`src/rtl/seg_scan.sv`:
```
// seg_scan: time-multiplexed scan driver for an 8-digit seven-segment display.
//
// The block holds a 32-bit value and per-digit blanking controls. It steps
// through the eight digits, spending SCAN_DIV cycles on each one. For the
// current digit it presents that digit's hex nibble to a downstream decoder
// and drives the matching one-hot digit enable. Writes land in a shadow set
// and are committed to the display set only at a frame boundary, so a frame
// never shows a mix of old and new digits.
//
// Parameters:
//   SCAN_DIV   cycles per digit (>= 2)
//   GUARD      cycles at the start of each digit with all enables off (< SCAN_DIV)
//
// Ports:
//   clk          in   system clock, rising edge
//   rst_n        in   asynchronous active-low reset
//   wr_en        in   one-cycle write strobe (always accepted, no backpressure)
//   wr_data      in   [31:0] value; digit i shows wr_data[4i+3:4i], digit 0 rightmost
//   blank_mask   in   [7:0] bit i = 1 forces digit i off
//   lz_suppress  in   1 = blank leading zero digits
//   nibble       out  [3:0] hex digit at the current scan position
//   seg_en       out  [7:0] active-high one-hot digit enable
//   digit_idx    out  [2:0] current scan position
//   frame_done   out  one-cycle pulse after each frame boundary
module seg_scan #(
  parameter int SCAN_DIV = 100000,
  parameter int GUARD    = 16
) (
  input  logic        clk,
  input  logic        rst_n,
  input  logic        wr_en,
  input  logic [31:0] wr_data,
  input  logic [7:0]  blank_mask,
  input  logic        lz_suppress,
  output logic [3:0]  nibble,
  output logic [7:0]  seg_en,
  output logic [2:0]  digit_idx,
  output logic        frame_done
);

  localparam int PW = (SCAN_DIV > 1) ? $clog2(SCAN_DIV) : 1;

  // Scan position
  logic [PW-1:0] presc_q, presc_d;
  logic [2:0]    idx_q, idx_d;

  // Display set (what is on the glass this frame)
  logic [31:0] disp_data_q, disp_data_d;
  logic [7:0]  disp_mask_q, disp_mask_d;
  logic        disp_lz_q, disp_lz_d;

  // Shadow set (waiting for the next frame boundary)
  logic [31:0] sh_data_q, sh_data_d;
  logic [7:0]  sh_mask_q, sh_mask_d;
  logic        sh_lz_q, sh_lz_d;
  logic        pend_q, pend_d;

  logic        frame_done_q, frame_done_d;

  logic        presc_wrap;
  logic        boundary;

  // Output-path helpers
  logic [31:0] upper;
  logic        lz_blank;
  logic        digit_on;

  always_comb begin
    presc_wrap = (presc_q == PW'(SCAN_DIV - 1));
    // The frame boundary is the edge on which digit 7 hands over to digit 0.
    boundary   = presc_wrap && (idx_q == 3'd7);

    presc_d      = presc_wrap ? '0 : presc_q + PW'(1);
    idx_d        = presc_wrap ? idx_q + 3'd1 : idx_q;

    disp_data_d  = disp_data_q;
    disp_mask_d  = disp_mask_q;
    disp_lz_d    = disp_lz_q;
    sh_data_d    = sh_data_q;
    sh_mask_d    = sh_mask_q;
    sh_lz_d      = sh_lz_q;
    pend_d       = pend_q;
    frame_done_d = boundary;

    if (boundary) begin
      // A write arriving on the boundary edge itself is the newest value,
      // so it bypasses the shadow and supersedes anything pending there.
      if (wr_en) begin
        disp_data_d = wr_data;
        disp_mask_d = blank_mask;
        disp_lz_d   = lz_suppress;
      end else if (pend_q) begin
        disp_data_d = sh_data_q;
        disp_mask_d = sh_mask_q;
        disp_lz_d   = sh_lz_q;
      end
      pend_d = 1'b0;
    end else if (wr_en) begin
      sh_data_d = wr_data;
      sh_mask_d = blank_mask;
      sh_lz_d   = lz_suppress;
      pend_d    = 1'b1;
    end
  end

  always_ff @(posedge clk or negedge rst_n) begin
    if (!rst_n) begin
      presc_q      <= '0;
      idx_q        <= 3'd0;
      disp_data_q  <= 32'd0;
      disp_mask_q  <= 8'd0;
      disp_lz_q    <= 1'b0;
      sh_data_q    <= 32'd0;
      sh_mask_q    <= 8'd0;
      sh_lz_q      <= 1'b0;
      pend_q       <= 1'b0;
      frame_done_q <= 1'b0;
    end else begin
      presc_q      <= presc_d;
      idx_q        <= idx_d;
      disp_data_q  <= disp_data_d;
      disp_mask_q  <= disp_mask_d;
      disp_lz_q    <= disp_lz_d;
      sh_data_q    <= sh_data_d;
      sh_mask_q    <= sh_mask_d;
      sh_lz_q      <= sh_lz_d;
      pend_q       <= pend_d;
      frame_done_q <= frame_done_d;
    end
  end

  // Outputs depend on registered state only.
  always_comb begin
    // upper holds this digit and everything to its left; zero means the
    // digit is a leading zero. Digit 0 is exempt so a value of 0 shows "0".
    upper      = disp_data_q >> {idx_q, 2'b00};
    nibble     = upper[3:0];
    lz_blank   = disp_lz_q && (idx_q != 3'd0) && (upper == 32'd0);
    digit_on   = !disp_mask_q[idx_q] && !lz_blank;
    seg_en     = (digit_on && (presc_q >= PW'(GUARD))) ? (8'd1 << idx_q) : 8'd0;
    digit_idx  = idx_q;
    frame_done = frame_done_q;
  end

endmodule

```
`config.mk`:
```
export PLATFORM = sky130hd
export DESIGN_NAME = seg_scan
export DESIGN_NICKNAME = d
export VERILOG_FILES = /design/src/rtl/seg_scan.sv
export SDC_FILE = /design/constraint.sdc
export NUM_CORES = 1
export LEC_CHECK = 0
export CAP_MARGIN = 20
export CELL_PAD_IN_SITES_DETAIL_PLACEMENT = 1
export CELL_PAD_IN_SITES_GLOBAL_PLACEMENT = 1
export CORE_MARGIN = 4
export CORE_UTILIZATION = 47
export CTS_CLUSTER_DIAMETER = 150
export DETAILED_ROUTE_END_ITERATION = 10
export PLACE_DENSITY_LB_ADDON = 0.1
export SLEW_MARGIN = 5
export SYNTH_ARGS = -nofsm -noshare
export SYNTH_HDL_FRONTEND = slang
export SYNTH_SLANG_ARGS = --single-unit
```
`constraint.sdc`:
```
create_clock -name clk -period 3.2 [get_ports clk]
set_input_delay 0.8 -clock clk [delete_from_list [all_inputs] [get_ports clk]]
set_output_delay 0.8 -clock clk [all_outputs]
set_load 0.02 [all_outputs]
```
==> out/qor.csv, run 1 <==
metric,value,unit
die_y,119,um
final_cell_area,0.00717,sq mm
antenna_found_initial,0,
io_buffers,59,
postPlaceCellArea,0.00671,sq mm
slew_viol_final,0,
timing.final.crit_share,1.07,
setup_viol,8,
grt_max_degree,83,
synth.avg_cell_area,12.5,sq um
dp_hpwl,9710,um
tns,-1.59,ns
yosysUniqueCellTypes,52,
power.density,389,mW/mm^2
grt_use_total,0.204,
min_path_type,primary input to async pin,
synth_seq_cells,104,
worst_pin_slew,0.680,ns
chipWidth,119,um
period_needed,3.43,ns
violations,negative setup slack,
vias,3917,
initial_core_util,0.480,
synth.net_count,513,
fin_nets,615,
layout_setup_ws,-0.226,ns
cp-end-kind,output port,
max_stage_delay,0.53,ns
critPathLaunchType,register,
numCtsBuffers,9,
cts_tree,built,
totalWireLength,13700,um
cts_sinks,104,
remaining_drc_errors,0,
postSynthCellCount,461,
layout_commonest_cell,dfrtp_1,
place_congestion,0.851,
final_cell_mix,"102 x dfrtp_1, 54 x buf_4, 46 x clkdlybuf4s50_1",
cp_cell_sequence,mux4_2 > or3_4 > a211o_1 > a211oi_4 > buf_6 > nor3b_2 > buf_4,
outcome,"finished, violations left",
cp_max_fo,5,
die-area,0.0141,sq mm
fin_cells,715,
drt_iter0_markers,190,
drtAntennaViolNets,0,
yosys_warnings,0,
finalHoldViolCount,0,
cts_root_buf,clkbuf_16,
p_leak,3.30,nW
h-tree-depth,3,
whs,0.480,ns
dp_cells,694,
syn_area,0.00577,sq mm
ir_drop,0.422,mV
insertedDiodeCount,0,
drive_gt1_frac,0.421,
clk_pin_slew_worst_paths,0.06,ns
yosysSeqAreaShare,0.451,
syn_to_final_growth,24.4,%
grt_pass1_wl,23000,um
drt-wirelength-per-cell,19.1,um
synthFlopType,dfrtp_1,
core-area,0.0120,sq mm
clock_path_buffers,2,
insertion_delay,0.35,ns
slew_headroom,0.547,
p_total,0.00279,W
drt_pass1_iterations,4,
synthArstFlopShare,1.00,
final.fill_count,1232,
crit_required,2.40,ns
maxCapViolations,0,
max_freq,0.292,GHz
critPathKind,register to output port,
grt.overflow.total,0,
grt_pass1_vias,4384,
rows,40,
routed_via_density,5.48,
synth-edff-count,0,
cpMaxStageDelayCell,mux4_2,
cp.arrival,2.63,ns
skew,0.00450,ns
io_pins,60,
rsz0062_at_grt,true,
## registers in the layout, indices dropped and copies added (netlist names)
name         count
disp_mask_q      8
sh_data_q       32
sh_lz_q          1
digit_idx        3
disp_lz_q        1
frame_done       1
presc_q         17
disp_data_q     32
pend_q           1
sh_mask_q        8
## power breakdown
part           internal (W)  switching [W]  total, W
clock network      0.000648       0.000472   0.00112
registers           0.00137      0.0000288   0.00140
logic              0.000157       0.000114  0.000271
## layer usage
metal	up-vias	share of wire	GRT usage	routed length (um)
li1	1848	-	-	-
met1	1998	0.44	0.266	6070
met2	58	0.51	0.342	6920
met3	13	0.037	0.0522	512
met4	0	0.012	0.0485	170
met5	-	0	0	0
## critical path: cells and delay by family, from the launching register on
kind | cells | cell delay [ns]
AO/OA/AOI/OAI | 2 | 0.58
buffers and inverters | 2 | 0.32
flip-flops | 1 | 0.42
multiplexers | 1 | 0.53
AND/OR/NAND/NOR | 2 | 0.43
## area by class of cell
cell class | count | area (sq um) | share of cell area
Tap cell | 147 | 184 | 0.0256
Sequential cell | 104 | 2610 | 0.363
Multi-Input combinational cell | 325 | 2970 | 0.414
Clock inverter | 3 | 40.0 | 0.00558
Inverter | 5 | 18.8 | 0.00262
Timing Repair Buffer | 118 | 1090 | 0.152
Clock buffer | 13 | 260 | 0.0363
## what timing repair did
action / in CTS / in global routing
setup buffers: 4 / 1
gates resized for setup: 72 / 5
endpoints found under the hold margin: 0 / 0
endpoints found under the setup margin: 11 / 9
pin swaps: 6 / 2
hold buffers: 0 / 0
## synthesized netlist by cell type, types with 4 or more instances
master,n,area (sq um)
nor2_1,26,97.6
nor3_1,8,40.0
buf_6,7,78.8
clkbuf_1,9,33.8
xor2_1,5,43.8
nor4_1,5,31.3
nor2_2,39,244
mux4_2,12,270
mux2_4,40,601
mux2i_1,43,430
nand2_1,22,82.6
ha_1,8,100
a21oi_1,7,35.0
buf_12,8,160
o21ai_0,5,25.0
inv_1,4,15.0
nand3_1,10,50.1
xnor2_1,9,78.8
dfrtp_1,104,2600
nand4_1,5,31.3
a21oi_2,39,342
## worst paths after layout
check | start | endpoint | slack [ns] | cells after the start
setup / recovery | digit_idx[0]$_DFFE_PN0N_ | seg_en[6] | -0.23 | 7
hold / removal | rst_n | presc_q[16]$_DFF_PN0_ | 0.48 | 1
setup reg to reg | presc_q[12]$_DFF_PN0_ | disp_lz_q$_DFFE_PN0P_ | 0.64 | 6
hold reg to reg | presc_q[0]$_DFF_PN0_ | presc_q[0]$_DFF_PN0_ | 0.51 | 1
max in group asynchronous | rst_n | digit_idx[1]$_DFFE_PN0N_ | 1.97 | 2
min in group clk | presc_q[0]$_DFF_PN0_ | presc_q[0]$_DFF_PN0_ | 0.51 | 1
## kinds of logic after synthesis
kind of cell | count (synthesis) | share of synthesized area
muxes | 97 | 0.230
AOI/OAI and AO/OA | 70 | 0.0987
buffers and inverters | 32 | 0.0532
DFF | 104 | 0.451
xor gates and xnor gates | 14 | 0.0213
and+or+nand+nor | 136 | 0.129
adders and majority gates | 8 | 0.0174
## per-stage QoR
stage,util,worst slack [ns]
2_1_floorplan,-,0.00309
3_3_place_gp,0.559,-0.290
3_5_place_dp,0.559,-0.394
4_1_cts,0.595,-0.229
5_1_grt,0.597,-0.322
6_report,0.597,-0.226
Note: power is estimated with default switching activity, not from simulation.
==> inputs of run 2 (changes only) <==
--- a/config.mk
+++ b/config.mk
@@ -9,9 +9,10 @@
 export CELL_PAD_IN_SITES_DETAIL_PLACEMENT = 1
 export CELL_PAD_IN_SITES_GLOBAL_PLACEMENT = 1
 export CORE_MARGIN = 4
-export CORE_UTILIZATION = 47
+export CORE_UTILIZATION = 36
 export CTS_CLUSTER_DIAMETER = 150
 export DETAILED_ROUTE_END_ITERATION = 10
+export DONT_BUFFER_PORTS = 1
 export PLACE_DENSITY_LB_ADDON = 0.1
 export SLEW_MARGIN = 5
 export SYNTH_ARGS = -nofsm -noshare
==> out/qor.csv, run 2 (same netlist as run 1, synthesis figures left out) <==
metric,value,unit,change
io_pins,60,,unchanged
p_sw,0.000584,W,was 0.000616 W
drt_iter0_markers,160,,was 190
r2r-start,presc_q[12]$_DFF_PN0_,,unchanged
max_freq,0.290,GHz,was 0.292 GHz
postPlaceCellArea,0.00596,sq mm,was 0.00671 sq mm
grt_pass1_vias,3940,,was 4384
syn_to_final_growth,14.7,%,was 24.4%
biggestRegsByFlops,"disp_data_q: 32 flops, sh_data_q: 32 flops, presc_q: 17 flops",,unchanged
slew_viol_final,0,,unchanged
die-area,0.0181,sq mm,was 0.0141 sq mm
rrSetupSlack,0.66,ns,was 0.64 ns
drt-wirelength-per-cell,18.7,um,was 19.1 um
antenna_found_initial,0,,unchanged
p_clk_frac,0.467,,was 0.402
r2r_end,disp_mask_q[7]$_DFFE_PN0P_,,was disp_lz_q$_DFFE_PN0P_
cpMaxStageDelayCell,mux4_2,,unchanged
swShare,0.200,,was 0.221
cp_max_fo,5,,unchanged
grt_max_degree,105,,was 83
p_comb_frac,0.057,,was 0.097
finalHoldViolCount,0,,unchanged
fin_cells,704,,was 715
grt_pass1_wl,21500,um,was 23000 um
cts_root_buf,clkbuf_16,,unchanged
insertedDiodeCount,0,,unchanged
period_needed,3.45,ns,was 3.43 ns
setup_viol,8,,unchanged
fin_nets,535,,was 615
critPathKind,register to output port,,unchanged
cts_tree,built,,unchanged
max_stage_delay,0.52,ns,was 0.53 ns
rsz0062_at_grt,true,,unchanged
drt_pass1_iterations,4,,unchanged
outcome,"finished, violations left",,unchanged
grt.overflow.total,0,,unchanged
cp_cell_sequence,mux4_2 > or3_1 > a211o_1 > a211oi_4 > buf_6 > buf_6 > nor3b_1 > buf_4,,was mux4_2 > or3_4 > a211o_1 > a211oi_4 > buf_6 > nor3b_2 > buf_4
timing.final.crit_share,1.08,,was 1.07
h-tree-depth,3,,unchanged
final_cell_area,0.00662,sq mm,was 0.00717 sq mm
slew_headroom,0.543,,was 0.547
whs,0.139,ns,was 0.480 ns
maxCapViolations,0,,unchanged
insertion_delay,0.35,ns,about the same
cp-end-kind,output port,,unchanged
dp_cells,674,,was 694
final_cell_mix,"103 x dfrtp_1, 43 x mux2i_1, 41 x mux2_4",,"was 102 x dfrtp_1, 54 x buf_4, 46 x clkdlybuf4s50_1"
power.density,442,mW/mm^2,was 389 mW/mm^2
core-area,0.0158,sq mm,was 0.0120 sq mm
totalWireLength,13200,um,was 13700 um
clock_path_buffers,2,,unchanged
routed_via_density,5.08,,was 5.48
ir_drop,0.246,mV,was 0.422 mV
cts_sinks,104,,unchanged
initial_core_util,0.366,,was 0.480
drive_gt1_frac,0.426,,was 0.421
p_leak,2.96,nW,was 3.30 nW
seq_power_share,0.476,,was 0.501
skew,0.0105,ns,was 0.00450 ns
reg2reg_depth,6,,unchanged
clk_pin_slew_worst_paths,0.07,ns,was 0.06 ns
io_buffers,0,,was 59
remaining_drc_errors,0,,unchanged
worst_pin_slew,0.679,ns,was 0.680 ns
place_congestion,0.805,,was 0.851
grt_use_total,0.152,,was 0.204
p_total,0.00292,W,was 0.00279 W
critPathLaunchType,register,,unchanged
p_int,0.00234,W,was 0.00217 W
cp.arrival,2.65,ns,was 2.63 ns
numCtsBuffers,9,,unchanged
layout_commonest_cell,dfrtp_1,,unchanged
chipWidth,135,um,was 119 um
die_y,135,um,was 119 um
crit_required,2.40,ns,about the same
min_path_type,primary input to async pin,,unchanged
vias,3577,,was 3917
layout_setup_ws,-0.251,ns,was -0.226 ns
rows,46,,was 40
dp_hpwl,8830,um,was 9710 um
violations,negative setup slack,,unchanged
drtAntennaViolNets,0,,unchanged
crit_top_cell,buf_6,,
[run 2: changes by cell type in the layout (fill, tap and decap cells not counted), moves of 2 or more]
cell and change:
clkinv_2 -2, bufinv_16 +3, buf_4 -24, nor3b_1 +3, buf_6 -6, dlygate4sd2_1 -2, clkdlybuf4s50_1 -46, nor3b_2 -3
[run 2: area by class of cell]
class	count	area, sq um
fill	1691	9160
sequential	104	2600
inverter	5	18.8
timing repair buffer	38	345
clock inverter	5	128
tap	216	270
multi-input combinational	325	3010
clock buffer	11	243
[run 2: worst max-delay path by stage]
| stage | from | cells after the start | slack, ns | endpoint |
|---|---|---|---|---|
| 2_1_floorplan | digit_idx[0]$_DFFE_PN0N_ | 6 | 0.003 | seg_en[4] |
| 3_3_place_gp | digit_idx[0]$_DFFE_PN0N_ | 8 | 0.04 | seg_en[5] |
| 3_5_place_dp | digit_idx[0]$_DFFE_PN0N_ | 8 | -0.1 | seg_en[6] |
| 4_1_cts | digit_idx[0]$_DFFE_PN0N_ | 9 | -0.26 | seg_en[6] |
| 5_1_grt | digit_idx[0]$_DFFE_PN0N_ | 10 | -0.39 | seg_en[5] |
| 6_report | digit_idx[0]$_DFFE_PN0N_ | 8 | -0.25 | seg_en[6] |
[run 2: per-layer routing]
layer / track usage / vias up / part of all wire / wire length (um)
li1: - / 1683 / - / -
met1: 0.205 / 1821 / 0.46 / 6030
met2: 0.238 / 54 / 0.48 / 6310
met3: 0.0346 / 19 / 0.040 / 525
met4: 0.0633 / 0 / 0.024 / 311
met5: 0 / - / 0 / 0
[run 2: timing repair]
item,CTS,global route
setup buffers,6,8
pin swaps,4,2
setup endpoints to repair,8,8
gates resized for setup,18,13
gates cloned,0,0
hold buffers,0,0
[run 2: power groups by stage]
stage / combinational (W) / sequential [W] / clock [W]
CTS: 0.000171 / 0.00139 / 0.00141
finish: 0.000167 / 0.00139 / 0.00136
global route: 0.000180 / 0.00140 / 0.00148
detailed placement: 0.000169 / 0.00142 / 0
global placement: 0.000169 / 0.00142 / 0
floorplan: 0.000170 / 0.00141 / 0
[run 2: stage by stage]
stage / utilization / setup slack, ns / setup TNS (ns)
after global placement: 0.378 / 0.0382 / 0
after detailed placement: 0.378 / -0.0988 / -0.462
after floorplan: - / 0.00309 / 0
final: 0.419 / -0.251 / -1.60
after CTS: 0.410 / -0.255 / -1.44
after global routing: 0.419 / -0.389 / -2.47
[run 2: worst max-delay path: cells and delay by family, from the launching register on]
family | cells | cell delay, ns
mux | 1 | 0.52
compound gates | 2 | 0.52
flops | 1 | 0.44
buf+inv | 3 | 0.41
simple gates | 2 | 0.40
==> inputs of run 3 (changes only) <==
==> constraint.sdc (replaced) <==
create_clock -name clk -period 3.53 [get_ports clk]
set_input_delay 0.8825 -clock clk [delete_from_list [all_inputs] [get_ports clk]]
set_output_delay 0.8825 -clock clk [all_outputs]
set_load 0.02 [all_outputs]
==> out/qor.csv, run 3 (same netlist as run 1, synthesis figures left out) <==
metric,value,unit,change
outcome,"finished, violations left",,unchanged
violations,negative setup slack,,unchanged
grt_use_met1,0.213,,was 0.205
remaining_drc_errors,0,,unchanged
initial_core_util,0.366,,unchanged
drt-wirelength-per-cell,18.7,um,about the same
chipWidth,135,um,unchanged
grt_pass1_wl,21800,um,was 21500 um
drt_pass1_iterations,4,,unchanged
drive_gt1_frac,0.399,,was 0.426
grt_pass1_vias,3924,,was 3940
final_cell_area,0.00628,sq mm,was 0.00662 sq mm
final_util,0.398,,was 0.419
max_freq,0.282,GHz,
ir_drop,0.217,mV,was 0.246 mV
fin_nets,516,,was 535
cp_max_fo,5,,unchanged
maxCapViolations,0,,unchanged
grt.overflow.total,0,,unchanged
cp-end-kind,output port,,unchanged
fin_cells,685,,was 704
cts_sinks,104,,unchanged
cts_root_buf,clkbuf_16,,unchanged
p_leak,2.81,nW,was 2.96 nW
critPathLaunchType,register,,unchanged
core-area,0.0158,sq mm,unchanged
grt_use_total,0.153,,was 0.152
numCtsBuffers,9,,unchanged
insertedDiodeCount,0,,unchanged
totalWireLength,12800,um,was 13200 um
routed_via_density,5.05,,was 5.08
drtAntennaViolNets,0,,unchanged
layout_setup_ws,-0.0143,ns,was -0.251 ns
grt_max_degree,105,,unchanged
h-tree-depth,3,,unchanged
use_met3,0.0369,,was 0.0346
period_needed,3.54,ns,
power.density,379,mW/mm^2,was 442 mW/mm^2
io_pins,60,,unchanged
biggestRegsByFlops,"disp_data_q: 32 flops, sh_data_q: 32 flops, presc_q: 17 flops",,unchanged
slew_headroom,0.522,,was 0.543
postPlaceCellArea,0.00589,sq mm,was 0.00596 sq mm
use_met2,0.234,,was 0.238
final_cell_mix,"102 x dfrtp_1, 43 x mux2i_1, 41 x a21oi_2",,"was 103 x dfrtp_1, 43 x mux2i_1, 41 x mux2_4"
finalHoldViolCount,0,,unchanged
antenna_found_initial,0,,unchanged
skew,0.00798,ns,was 0.0105 ns
min_path_type,primary input to async pin,,unchanged
cts_tree,built,,unchanged
syn_to_final_growth,8.96,%,was 14.7%
dp_cells,666,,was 674
worst_pin_slew,0.710,ns,was 0.679 ns
place_congestion,0.825,,was 0.805
busiest_layer,met2,,unchanged
vias,3461,,was 3577
dp_hpwl,8930,um,was 8830 um
setup_viol,3,,was 8
slew_viol_final,0,,unchanged
clock_path_buffers,2,,unchanged
timing.final.crit_share,1.00,,
insertion_delay,0.35,ns,about the same
die-area,0.0181,sq mm,unchanged
rows,46,,unchanged
rsz0062_at_grt,true,,unchanged
io_buffers,0,,unchanged
layout_commonest_cell,dfrtp_1,,unchanged
crit_required,2.65,ns,was 2.40 ns
critPathKind,register to output port,,unchanged
ctsHoldBuffers,0,,unchanged
cp.arrival,2.66,ns,was 2.65 ns
drt_iter0_markers,208,,was 160
p_total,0.00238,W,was 0.00292 W
die_y,135,um,unchanged
clk_pin_slew_worst_paths,0.07,ns,about the same
run 3: cell count changes in the layout (fill, tap and decap cells not counted), moves of 3 or more:
cell / delta
buf_6: -3
bufinv_16: -4
buf_4: -14
clkinv_2: +4
run 3: per-layer routing:
metal	up-vias	wire (um)
met4	0	204
met3	10	499
met1	1758	6210
met5	-	0
li1	1645	-
met2	48	5870
run 3: cell type report:
class | count | area (sq um)
repair buffers | 19 | 166
clock inverters | 3 | 15.0
inverters | 5 | 20.0
fillers | 1726 | 9490
well taps | 216 | 270
clock buffers | 13 | 270
flip-flops and latches | 104 | 2610
multi-input cells | 325 | 2940
run 3: worst paths after layout:
kind	cells past startpoint	slack (ns)	from	end
worst max-delay path	7	-0.01	digit_idx[0]$_DFFE_PN0N_	seg_en[6]
worst min-delay path	0	0.22	rst_n	presc_q[0]$_DFF_PN0_
worst max register to register	6	0.98	presc_q[12]$_DFF_PN0_	sh_data_q[18]$_DFFE_PN0P_
worst min register to register	1	0.51	sh_data_q[10]$_DFFE_PN0P_	sh_data_q[10]$_DFFE_PN0P_
max in group asynchronous	0	3.16	rst_n	sh_data_q[21]$_DFFE_PN0P_
min in group clk	1	0.51	sh_data_q[10]$_DFFE_PN0P_	sh_data_q[10]$_DFFE_PN0P_
run 3: worst max-delay path, stage by stage, from the launching register on:
cell      delay (ns)
dfrtp_2         0.44
mux4_2          0.54
or3_1           0.36
a211o_1         0.28
a211oi_4        0.32
buf_6           0.17
nor3b_1         0.05
buf_4           0.16
run 3: metrics by stage:
stage	TNS, ns	hold slack, ns	worst slack [ns]
floorplan	0	0.456	0.251
global placement	0	0.488	0.167
detailed placement	0	0.494	0.0424
CTS	-0.0697	0.205	-0.0422
global route	-0.506	0.201	-0.118
finish	-0.0327	0.225	-0.0143
run 3: power breakdown:
group / internal (W) / leakage, nW / switching (W)
Sequential: 0.00124 / 1.34 / 0.0000248
Clock: 0.000533 / 0.145 / 0.000432
Combinational: 0.0000974 / 1.32 / 0.0000536
run 3: timing repair:
| action | 4_1_cts | 5_1_grt |
|---|---|---|
| pin swaps | 3 | 2 |
| buffers inserted | 3 | 0 |
| endpoints found under the setup margin | 7 | 7 |
| resized for setup | 10 | 9 |
